`config.mk`:
```
export PLATFORM = sky130hd
export DESIGN_NAME = md_issue_ctrl
export DESIGN_NICKNAME = d
export VERILOG_FILES = /design/src/rtl/md_issue_ctrl.sv
export SDC_FILE = /design/constraint.sdc
export NUM_CORES = 1
export LEC_CHECK = 0
export ABC_CLOCK_PERIOD_IN_PS = 1500
export CORE_AREA = 2 2 100 102
export CTS_CLUSTER_DIAMETER = 40
export CTS_CLUSTER_SIZE = 16
export DETAILED_ROUTE_END_ITERATION = 12
export DIE_AREA = 0 0 102 104
export PLACE_DENSITY = 0.71
export SLEW_MARGIN = 20
export SYNTH_ARGS = -nofsm -noshare
export SYNTH_HDL_FRONTEND = slang
export SYNTH_SLANG_ARGS = --single-unit
```
`constraint.sdc`:
```
create_clock -name clk -period 1.5 [get_ports clk]
set_input_delay 0.225 -clock clk [delete_from_list [all_inputs] [get_ports clk]]
set_output_delay 0.225 -clock clk [all_outputs]
set_load 0.02 [all_outputs]
```
`src/rtl/md_issue_ctrl.sv`:
```
// E-stage issue controller for the multiply/divide unit: opcode filtering, operand drive,
// D-stage structural stall, HI/LO read-back, plus a busy-latency checker and start counter.
module md_issue_ctrl (
    input  logic        clk,
    input  logic        reset,
    input  logic        e_valid,
    input  logic [3:0]  e_md_op,
    input  logic [31:0] e_rs,
    input  logic [31:0] e_rt,
    input  logic        d_md_use,
    input  logic        md_busy,
    input  logic [31:0] md_hi,
    input  logic [31:0] md_lo,
    output logic [3:0]  md_op,
    output logic [31:0] md_a,
    output logic [31:0] md_b,
    output logic        stall_d,
    output logic [31:0] e_md_result,
    output logic        md_err,
    output logic [15:0] md_starts
);

    // state | meaning
    // IDLE  | no multiply/divide outstanding
    // MUL   | mult/multu issued, counting busy cycles (expect 5)
    // DIV   | div/divu issued, counting busy cycles (expect 10)
    localparam logic [1:0] IDLE = 2'd0;
    localparam logic [1:0] MUL  = 2'd1;
    localparam logic [1:0] DIV  = 2'd2;

    localparam logic [3:0] MUL_LAT = 4'd5;
    localparam logic [3:0] DIV_LAT = 4'd10;

    logic [1:0] state;
    logic [3:0] cnt;

    logic is_start_op;
    logic is_write_op;
    logic start_now;
    logic write_now;
    logic start_is_div;
    logic issue_blocked;
    logic lat_bad;

    assign is_start_op   = (e_md_op >= 4'd1) && (e_md_op <= 4'd4);
    assign is_write_op   = (e_md_op == 4'd5) || (e_md_op == 4'd6);
    assign start_now     = e_valid && is_start_op && !md_busy;
    assign write_now     = e_valid && is_write_op && !md_busy;
    assign start_is_div  = (e_md_op == 4'd3) || (e_md_op == 4'd4);
    assign issue_blocked = e_valid && (is_start_op || is_write_op) && md_busy;

    assign md_op = (start_now || write_now) ? e_md_op : 4'd0;
    assign md_a  = e_rs;
    assign md_b  = e_rt;

    // start_now covers the cycle before the unit's registered busy is visible
    assign stall_d = d_md_use && (start_now || md_busy);

    always_comb begin
        e_md_result = 32'd0;
        if (e_md_op == 4'd7) begin
            e_md_result = md_hi;
        end else if (e_md_op == 4'd8) begin
            e_md_result = md_lo;
        end
    end

    assign lat_bad = !md_busy &&
                     (((state == MUL) && (cnt != MUL_LAT)) ||
                      ((state == DIV) && (cnt != DIV_LAT)));

    // A start in the completion cycle (busy already low) re-enters MUL/DIV directly;
    // starts cannot otherwise occur outside IDLE because start_now requires !md_busy.
    always_ff @(posedge clk or negedge reset) begin
        if (!reset) begin
            state <= IDLE;
            cnt   <= 4'd0;
        end else begin
            case (state)
                IDLE: begin
                    if (start_now) begin
                        state <= start_is_div ? DIV : MUL;
                        cnt   <= 4'd0;
                    end
                end
                MUL, DIV: begin
                    if (md_busy) begin
                        if (cnt != 4'd15) begin
                            cnt <= cnt + 4'd1;
                        end
                    end else if (start_now) begin
                        state <= start_is_div ? DIV : MUL;
                        cnt   <= 4'd0;
                    end else begin
                        state <= IDLE;
                    end
                end
                default: begin
                    state <= IDLE;
                    cnt   <= 4'd0;
                end
            endcase
        end
    end

    always_ff @(posedge clk or negedge reset) begin
        if (!reset) begin
            md_err <= 1'b0;
        end else if (lat_bad || issue_blocked) begin
            md_err <= 1'b1;
        end
    end

    always_ff @(posedge clk or negedge reset) begin
        if (!reset) begin
            md_starts <= 16'd0;
        end else if (start_now) begin
            md_starts <= md_starts + 16'd1;
        end
    end

endmodule
```
## Yosys cells after proc, flatten, opt, wreduce, memory -nomap -nowiden

Index checks and enable logic that the tools add are counted.

| operators by class | value |
|---|---|
| equality and inequality tests | 14 |
| reductions and logical operators | 22 |
| $add $sub $neg | 2 |
| multiplexer cells | 12 |
| $lt $le $gt $ge | 2 |

Operators with widths:

| cell | count |
|---|---|
| $mux 32 | 2 |
| $add 16x1->16 const B | 1 |
| $eq 4x3->1 const B | 4 |
| $mux 4 | 4 |
| $logic_and 1x1->1 | 11 |
| $mux 2 | 4 |
| $ne 4x4->1 const B | 2 |
| $pmux 4 s2 | 1 |
| $logic_or 1x1->1 | 7 |
| $add 4x1->4 const B | 1 |
| $eq 4x2->1 const B | 1 |
| $eq 4x4->1 const B | 1 |
| $ge 4x1->1 const B | 1 |
| $le 4x3->1 const B | 1 |
| $ne 2x2->1 const B | 2 |
| $ne 4x3->1 const B | 1 |
| $pmux 2 s2 | 1 |
| $ne 3x3->1 const B | 1 |
| $eq 2x1->1 const B | 1 |
| $eq 2x2->1 const B | 1 |
| $logic_not 2->1 | 1 |
| $reduce_and 2->1 | 1 |
| $reduce_or 2->1 | 1 |
| $logic_not 1->1 | 1 |

| word-level totals | value |
|---|---|
| output and inout bits | 118 |
| logic and storage cells | 56 |
| bits in registers | 23 |

## Logic depth before layout (Yosys ltp)

Gate-level depths: netlist (run 1).

| logic depth | value |
|---|---|
| word-level depth | 7 |
| mapped depth | 6 |
| depth with buffers taken out | 6 |

## Least setup slack after synthesis (run 1)

OpenSTA, ideal clock, no wires.

| timing path | value |
|---|---|
| path kind | register to register |
| from | register md_starts[0] |
| to | register md_starts[12] |
| buffers on the path | 0 |
| data required time | 1370 ps |
| clock period less this slack | 1566 ps |
| data arrival time | 1436 ps |
| slack | -66 ps |
| stages on the path, launching flop included | 6 |
| cell sequence | dfrtp_1 > ha_1 > nand4_1 > nor4_2 > nand4_1 > xnor2_1 |

| between the ends | value |
|---|---|
| cells in the longest elaborated chain, start to end | 1 |

Ends and longest elaborated chain:

| item | line | source |
|---|---|---|
| start, declared | 20 | `output logic [15:0] md_starts` |
| start signal, assigned | 118 | `md_starts <= md_starts + 16'd1;` |
| $add 16x1->16 | 118 |  |

Every way passes these cells.
A chain may end at the register's enable or synchronous reset.

## Worst setup path after layout (run 1)

| timing path | value |
|---|---|
| from | input port e_md_op[0] |
| to | output port md_op[1] |

| between the ends | value |
|---|---|
| cells in the longest elaborated chain, start to end | 6 |
| elaborated cells between the ends (all ways) | 12 |

Ends and longest elaborated chain:

| item | line | source |
|---|---|---|
| start, declared | 7 | `input logic [3:0] e_md_op,` |
| $ge 4x1->1, or another cell as far along | 45 | `assign is_start_op = (e_md_op >= 4'd1) && (e_md_op <= 4'd4);` |
| $logic_and 1x1->1 / $logic_or 1x1->1 (equally long branches) | 45, 46 |  |
| $logic_and 1x1->1 (on tied branches) (2 in series) | 47, 48 |  |
| $logic_or 1x1->1 * | 52 | `assign md_op = (start_now \|\| write_now) ? e_md_op : 4'd0;` |
| $mux 4 * | 52 |  |
| end, declared | 14 | `output logic [3:0] md_op,` |

Every way passes the cells marked *; elsewhere a longest branch is shown, timed or not.

==> results_dict.tcl, run 1 <==
set metrics [dict create \
    cts_tree "done" \
    min_period_ns 1.46 \
    fmaxAchievable_ghz 0.684 \
    start_kind "primary input" \
    portBuffers 125 \
    rsz0062_at_grt "true" \
    drive_above_1_share 0.310 \
    mostFrequentLayoutCells "clkdlybuf4s50_1, buf_4, a22o_1" \
    grt_pass1_vias 2137 \
    coreArea_um2 9550 \
    crit_chain "buf_8 > buf_6 > or3_4 > nand3_4 > nor2_4 > and2_4 > buf_6" \
    p_leak_nw 1.65 \
    hold_path.class "in -> async" \
    synth-seq-area-share 0.264 \
    multiInputGateArea_um2 1130 \
    syn_nets 387 \
    max-cap-violations 0 \
    hold_viol_final 0 \
    wl_per_cell_um 15.5 \
    synth.top_cell.area_share 0.264 \
    die_y_um 104 \
    cpPeakStageDelay_ns 0.39 \
    routed_via_density 4.46 \
    cts_hold_buffers 0 \
    syn_area_per_cell_um2 9.01 \
    place_inst 451 \
    maxSlewViolCount 0 \
    setup-tns-final_ns 0 \
    crit_family "simple AND/OR/NAND/NOR gates" \
    syn2layout_area_growth_pct 60.5 \
    numCtsBuffers 3 \
    gr-total-overflow 0 \
    worst-path-buf-inv 3 \
    status "finished clean" \
    setup_violations 0 \
    fillers 1002 \
    cts.clk_slew.worst_paths_ns 0.09 \
    fin_util 0.367 \
    cts-root-buf "clkbuf_8" \
    fin_cells 465 \
    grt.total_usage 0.130 \
    grt_antenna_before_repair 0 \
    die_x_um 102 \
    first_iter_violations 116 \
    rows 36 \
    fin_ws_ns 0.0381 \
    cts_buffer_depth 2 \
    synth_area_leaders "dfrtp_1, buf_4, a22o_1, ha_1, xor2_1" \
    finClkSkew_ns 0.00995 \
    synth_area_um2 2180 \
    synth_edf_count 0 \
    async_flop_share 1.00 \
    vias 2073 \
    power_w 0.00243 \
    yosysUniqueCellTypes 46 \
    p_per_area_nw_per_um2 694 \
    clk-insertion-delay-late_ns 0.27 \
    worst_setup_path_end_kind "output pin" \
    cpMostUsedCell "buf_6" \
    fin_nets 478 \
    antenna-diode-count 0 \
    drt_wl_total_um 7210 \
    ios 255 \
    grt_first_pass_wirelength_um 11100 \
    dr.pass1.iters 4 \
    final_antenna_net_count 0 \
    dpl_worst_slack_ns -0.912 \
    worst_ep_required_time_ns 1.27 \
    final_common_cell "clkdlybuf4s50_1" \
    hpwl_um 5360 \
    path_max_fanout 3 \
    gp_congestion 0.828 \
    dieArea_um2 10600 \
    syn_inst 242 \
    clock-sinks 23 \
    start_util 0.228 \
    ir_drop_mv 0.530 \
    worstPathArrival_ns 1.24 \
    grt_max_degree 33 \
    ys.flop_type "dfrtp_1" \
    yosys_warnings 0 \
    crit_type "in -> out" \
    drcViolationCount 0 \
    min_period_over_period 0.975 \
    cpMaxStageDelayCell "or3_4" \
    regArea_um2 576 \
    htree_levels 1 \
    synth.ff_latch_count 23 \
    yosysTopAreaCell "dfrtp_1" \
]
[power breakdown]
part           total [W]  switching [W]  internal [W]
Combinational    0.00127       0.000566      0.000700
Clock           0.000387       0.000197      0.000190
Sequential      0.000778      0.0000665      0.000711
[per-layer routing]
layer  GRT usage  share of wire  vias up
li1            -              -      976
met1       0.165           0.44      989
met2       0.212           0.48       94
met3      0.0356          0.065       14
met4      0.0410          0.011        0
met5           0              0        -
[synth_stat cells, types with 3 or more instances]
cell type	n
xor2_1	8
nand3_1	9
a22o_1	32
xnor2_1	7
clkbuf_1	8
nand4_1	6
inv_1	6
and2_1	3
nor2_1	8
buf_4	66
nand2_1	10
nor3_1	3
ha_1	8
a21oi_1	3
and4_1	4
dfrtp_1	23
[worst paths after layout]
path | from | endpoint | slack [ns] | cells past startpoint
worst max-delay path | e_md_op[0] | md_op[1] | 0.04 | 7
worst min-delay path | reset | md_starts[12] | 0.32 | 2
worst max register to register | cnt[1] | cnt[3] | 0.06 | 4
worst min register to register | md_starts[15] | md_starts[15] | 0.47 | 1
max in group asynchronous | reset | md_starts[10] | 0.94 | 2
min in group clk | e_md_op[3] | state[0] | 0.38 | 4
[repair_timing]
action / CTS / global route
pin swaps: 10 / 9
setup endpoints to repair: 72 / 35
buffers inserted: 8 / 2
resized for setup: 245 / 19
gates cloned: 3 / 0
[cell type report]
type                    instances  area share
clock buffers                   4      0.0129
repair buffers                165       0.446
well taps                     133      0.0475
flip-flops and latches         23       0.164
multi-input cells             134       0.323
inverters                       6     0.00643
[sequential cells by signal, indices dropped and copies added, names as in the netlist]
signal,cells
md_starts,16
cnt,4
state,2
md_err,1
[per-stage QoR]
stage,area [um2],hold slack [ns]
after floorplan,2200,-0.0706
after global placement,3310,0.450
after detailed placement,3310,0.450
after CTS,3480,0.321
after global routing,3500,0.339
final,3500,0.318
[kinds of logic after synthesis]
group,share of synthesized area
and+or+nand+nor,0.160
buffers and inverters,0.267
AOI/OAI and AO/OA,0.191
DFF,0.264
adders and majority gates,0.0459
xor gates and xnor gates,0.0602
muxes,0.00975
other,0.00172
Note: power is estimated with default switching activity, not from simulation.
==> run 2, diff against run 1 <==
==> config.mk (replaced) <==
export PLATFORM = sky130hd
export DESIGN_NAME = md_issue_ctrl
export DESIGN_NICKNAME = d
export VERILOG_FILES = /design/src/rtl/md_issue_ctrl.sv
export SDC_FILE = /design/constraint.sdc
export NUM_CORES = 1
export LEC_CHECK = 0
export ABC_CLOCK_PERIOD_IN_PS = 1800
export CORE_AREA = 2 2 99 101
export CTS_CLUSTER_DIAMETER = 40
export DETAILED_ROUTE_END_ITERATION = 12
export DIE_AREA = 0 0 101 103
export PLACE_DENSITY = 0.7
export SYNTH_ARGS = -nofsm -noshare
export SYNTH_HDL_FRONTEND = slang
export SYNTH_SLANG_ARGS = --single-unit
==> constraint.sdc (replaced) <==
create_clock -name clk -period 1.8 [get_ports clk]
set_input_delay 0.27 -clock clk [delete_from_list [all_inputs] [get_ports clk]]
set_output_delay 0.27 -clock clk [all_outputs]
set_load 0.02 [all_outputs]
==> results_dict.tcl, run 2 (synthesis gave the netlist of run 1 again) <==
set metrics [dict create \
    wl_per_cell_um 17.8 \
    p_int_w 0.00118 \
    cts_tree "done" \
    gp_congestion 0.847 \
    grt_first_pass_wirelength_um 11500 \
    cts-root-buf "clkbuf_8" \
    hold_path.class "in -> async" \
    path_max_fanout 20 \
    hpwl_um 6310 \
    min_period_ns 1.76 \
    fin_cells 433 \
    drt_wl_total_um 7710 \
    reg.largest.list "md_starts x16, cnt x4, state x2" \
    grt_pass1_vias 2157 \
    reg2regPathDepth 5 \
    dr.pass1.iters 5 \
    first_iter_violations 123 \
    setup_violations 0 \
    cts.clk_slew.worst_paths_ns 0.09 \
    p_comb_frac 0.431 \
    dieArea_um2 10400 \
    coreArea_um2 9460 \
    syn2layout_area_growth_pct 46.5 \
    finClkSkew_ns 0.00510 \
    rows 36 \
    r2r_end "cnt[1]" \
    p_seq_frac 0.384 \
    largest_register_ffs 16 \
    grt_max_degree 33 \
    htree_levels 1 \
    reg2reg_from "state[0]" \
    final_common_cell "clkdlybuf4s50_1" \
    gr-total-overflow 0 \
    p_sw_w 0.000649 \
    swShare 0.355 \
    cpPeakStageDelay_ns 0.31 \
    fin_nets 464 \
    vias 2049 \
    cts_hold_buffers 0 \
    grt.total_usage 0.143 \
    rsz0062_at_grt "false" \
    worstPathArrival_ns 1.49 \
    place_inst 428 \
    final_antenna_net_count 0 \
    finalInstanceArea_um2 3200 \
    portBuffers 125 \
    mostFrequentLayoutCells "clkdlybuf4s50_1, a22o_1, buf_4" \
    dpl_cell_area_um2 3240 \
    maxSlewViolCount 0 \
    startpoint "e_md_op[0]" \
    start_util 0.231 \
    ir_drop_mv 0.285 \
    drive_above_1_share 0.245 \
    ios 255 \
    p_leak_nw 1.40 \
    crit_type "in -> out" \
    p_per_area_nw_per_um2 571 \
    start_kind "primary input" \
    worst_setup_path_end_kind "output pin" \
    crit_path_end "e_md_result[6]" \
    die_x_um 101 \
    fillers 983 \
    top_register "md_starts" \
    fmaxAchievable_ghz 0.569 \
    clkPwrFrac 0.185 \
    clk-insertion-delay-late_ns 0.27 \
    routed_via_density 4.73 \
    drcViolationCount 0 \
    multiInputGateArea_um2 1050 \
    min_period_over_period 0.977 \
    crit_chain "clkdlybuf4s15_1 > and4b_2 > buf_12 > a22o_1 > clkdlybuf4s15_2" \
    status "finished clean" \
    worst_ep_required_time_ns 1.53 \
    numCtsBuffers 3 \
    clock-sinks 23 \
    grt_antenna_before_repair 1 \
    r2r_slack_ns 0.19 \
    regArea_um2 577 \
    max-cap-violations 0 \
    hold_viol_final 0 \
    cts_buffer_depth 2 \
    cpMaxStageDelayCell "and4b_2" \
    die_y_um 103 \
]
==> run 2: timing repair <==
action,4_1_cts,5_1_grt
setup buffers,0,0
endpoints found under the setup margin,48,35
gates resized for setup,110,30
gates cloned,0,0
==> run 2: stage by stage <==
step | hold slack, ns | power [W] | setup slack (ns) | setup TNS (ns) | util
after detailed placement | 0.478 | 0.00151 | -0.688 | -27.43 | 0.343
after floorplan | -0.0256 | 0.00128 | 0.148 | 0 | -
after CTS | 0.369 | 0.00185 | -0.000713 | -0.000713 | 0.350
final | 0.353 | 0.00183 | 0.0414 | 0 | 0.338
after global routing | 0.379 | 0.00195 | 0.00384 | 0 | 0.338
after global placement | 0.472 | 0.00149 | -0.657 | -26.04 | 0.343
==> run 2: power by group through the flow <==
| stage | logic [W] | registers (W) | clock network, W |
|---|---|---|---|
| 2_1_floorplan | 0.000550 | 0.000734 | 0 |
| 3_3_place_gp | 0.000788 | 0.000705 | 0 |
| 3_5_place_dp | 0.000805 | 0.000710 | 0 |
| 4_1_cts | 0.000798 | 0.000699 | 0.000350 |
| 5_1_grt | 0.000860 | 0.000720 | 0.000369 |
| 6_report | 0.000787 | 0.000701 | 0.000338 |
==> run 2: how the worst min path moves through the flow <==
stage | endpoint | slack [ns]
6_report | md_starts[9] | 0.35
5_1_grt | md_starts[8] | 0.38
4_1_cts | md_starts[9] | 0.37
3_5_place_dp | md_err | 0.48
3_3_place_gp | md_err | 0.47
2_1_floorplan | cnt[0] | -0.03
==> run 2: cell type report <==
cell class,count,share of cell area
Tap cell,114,0.0446
Timing Repair Buffer,151,0.424
Antenna cell,1,0.000783
Sequential cell,23,0.181
Clock inverter,1,0.00235
Clock buffer,3,0.0129
Inverter,6,0.00705
Multi-Input combinational cell,134,0.328
==> run 2: per-layer routing <==
metal,share of wire,GRT usage,wire length (um)
met1,0.38,0.162,2960
met2,0.48,0.239,3680
met3,0.084,0.0393,646
met4,0.056,0.0884,428
met5,0,0,0
==> run 2: worst max-delay path: cells and delay by family <==
kind                   cells  cell delay (ns)
AND/OR/NAND/NOR            1             0.31
buffers and inverters      3             0.66
AO/OA/AOI/OAI              1             0.24
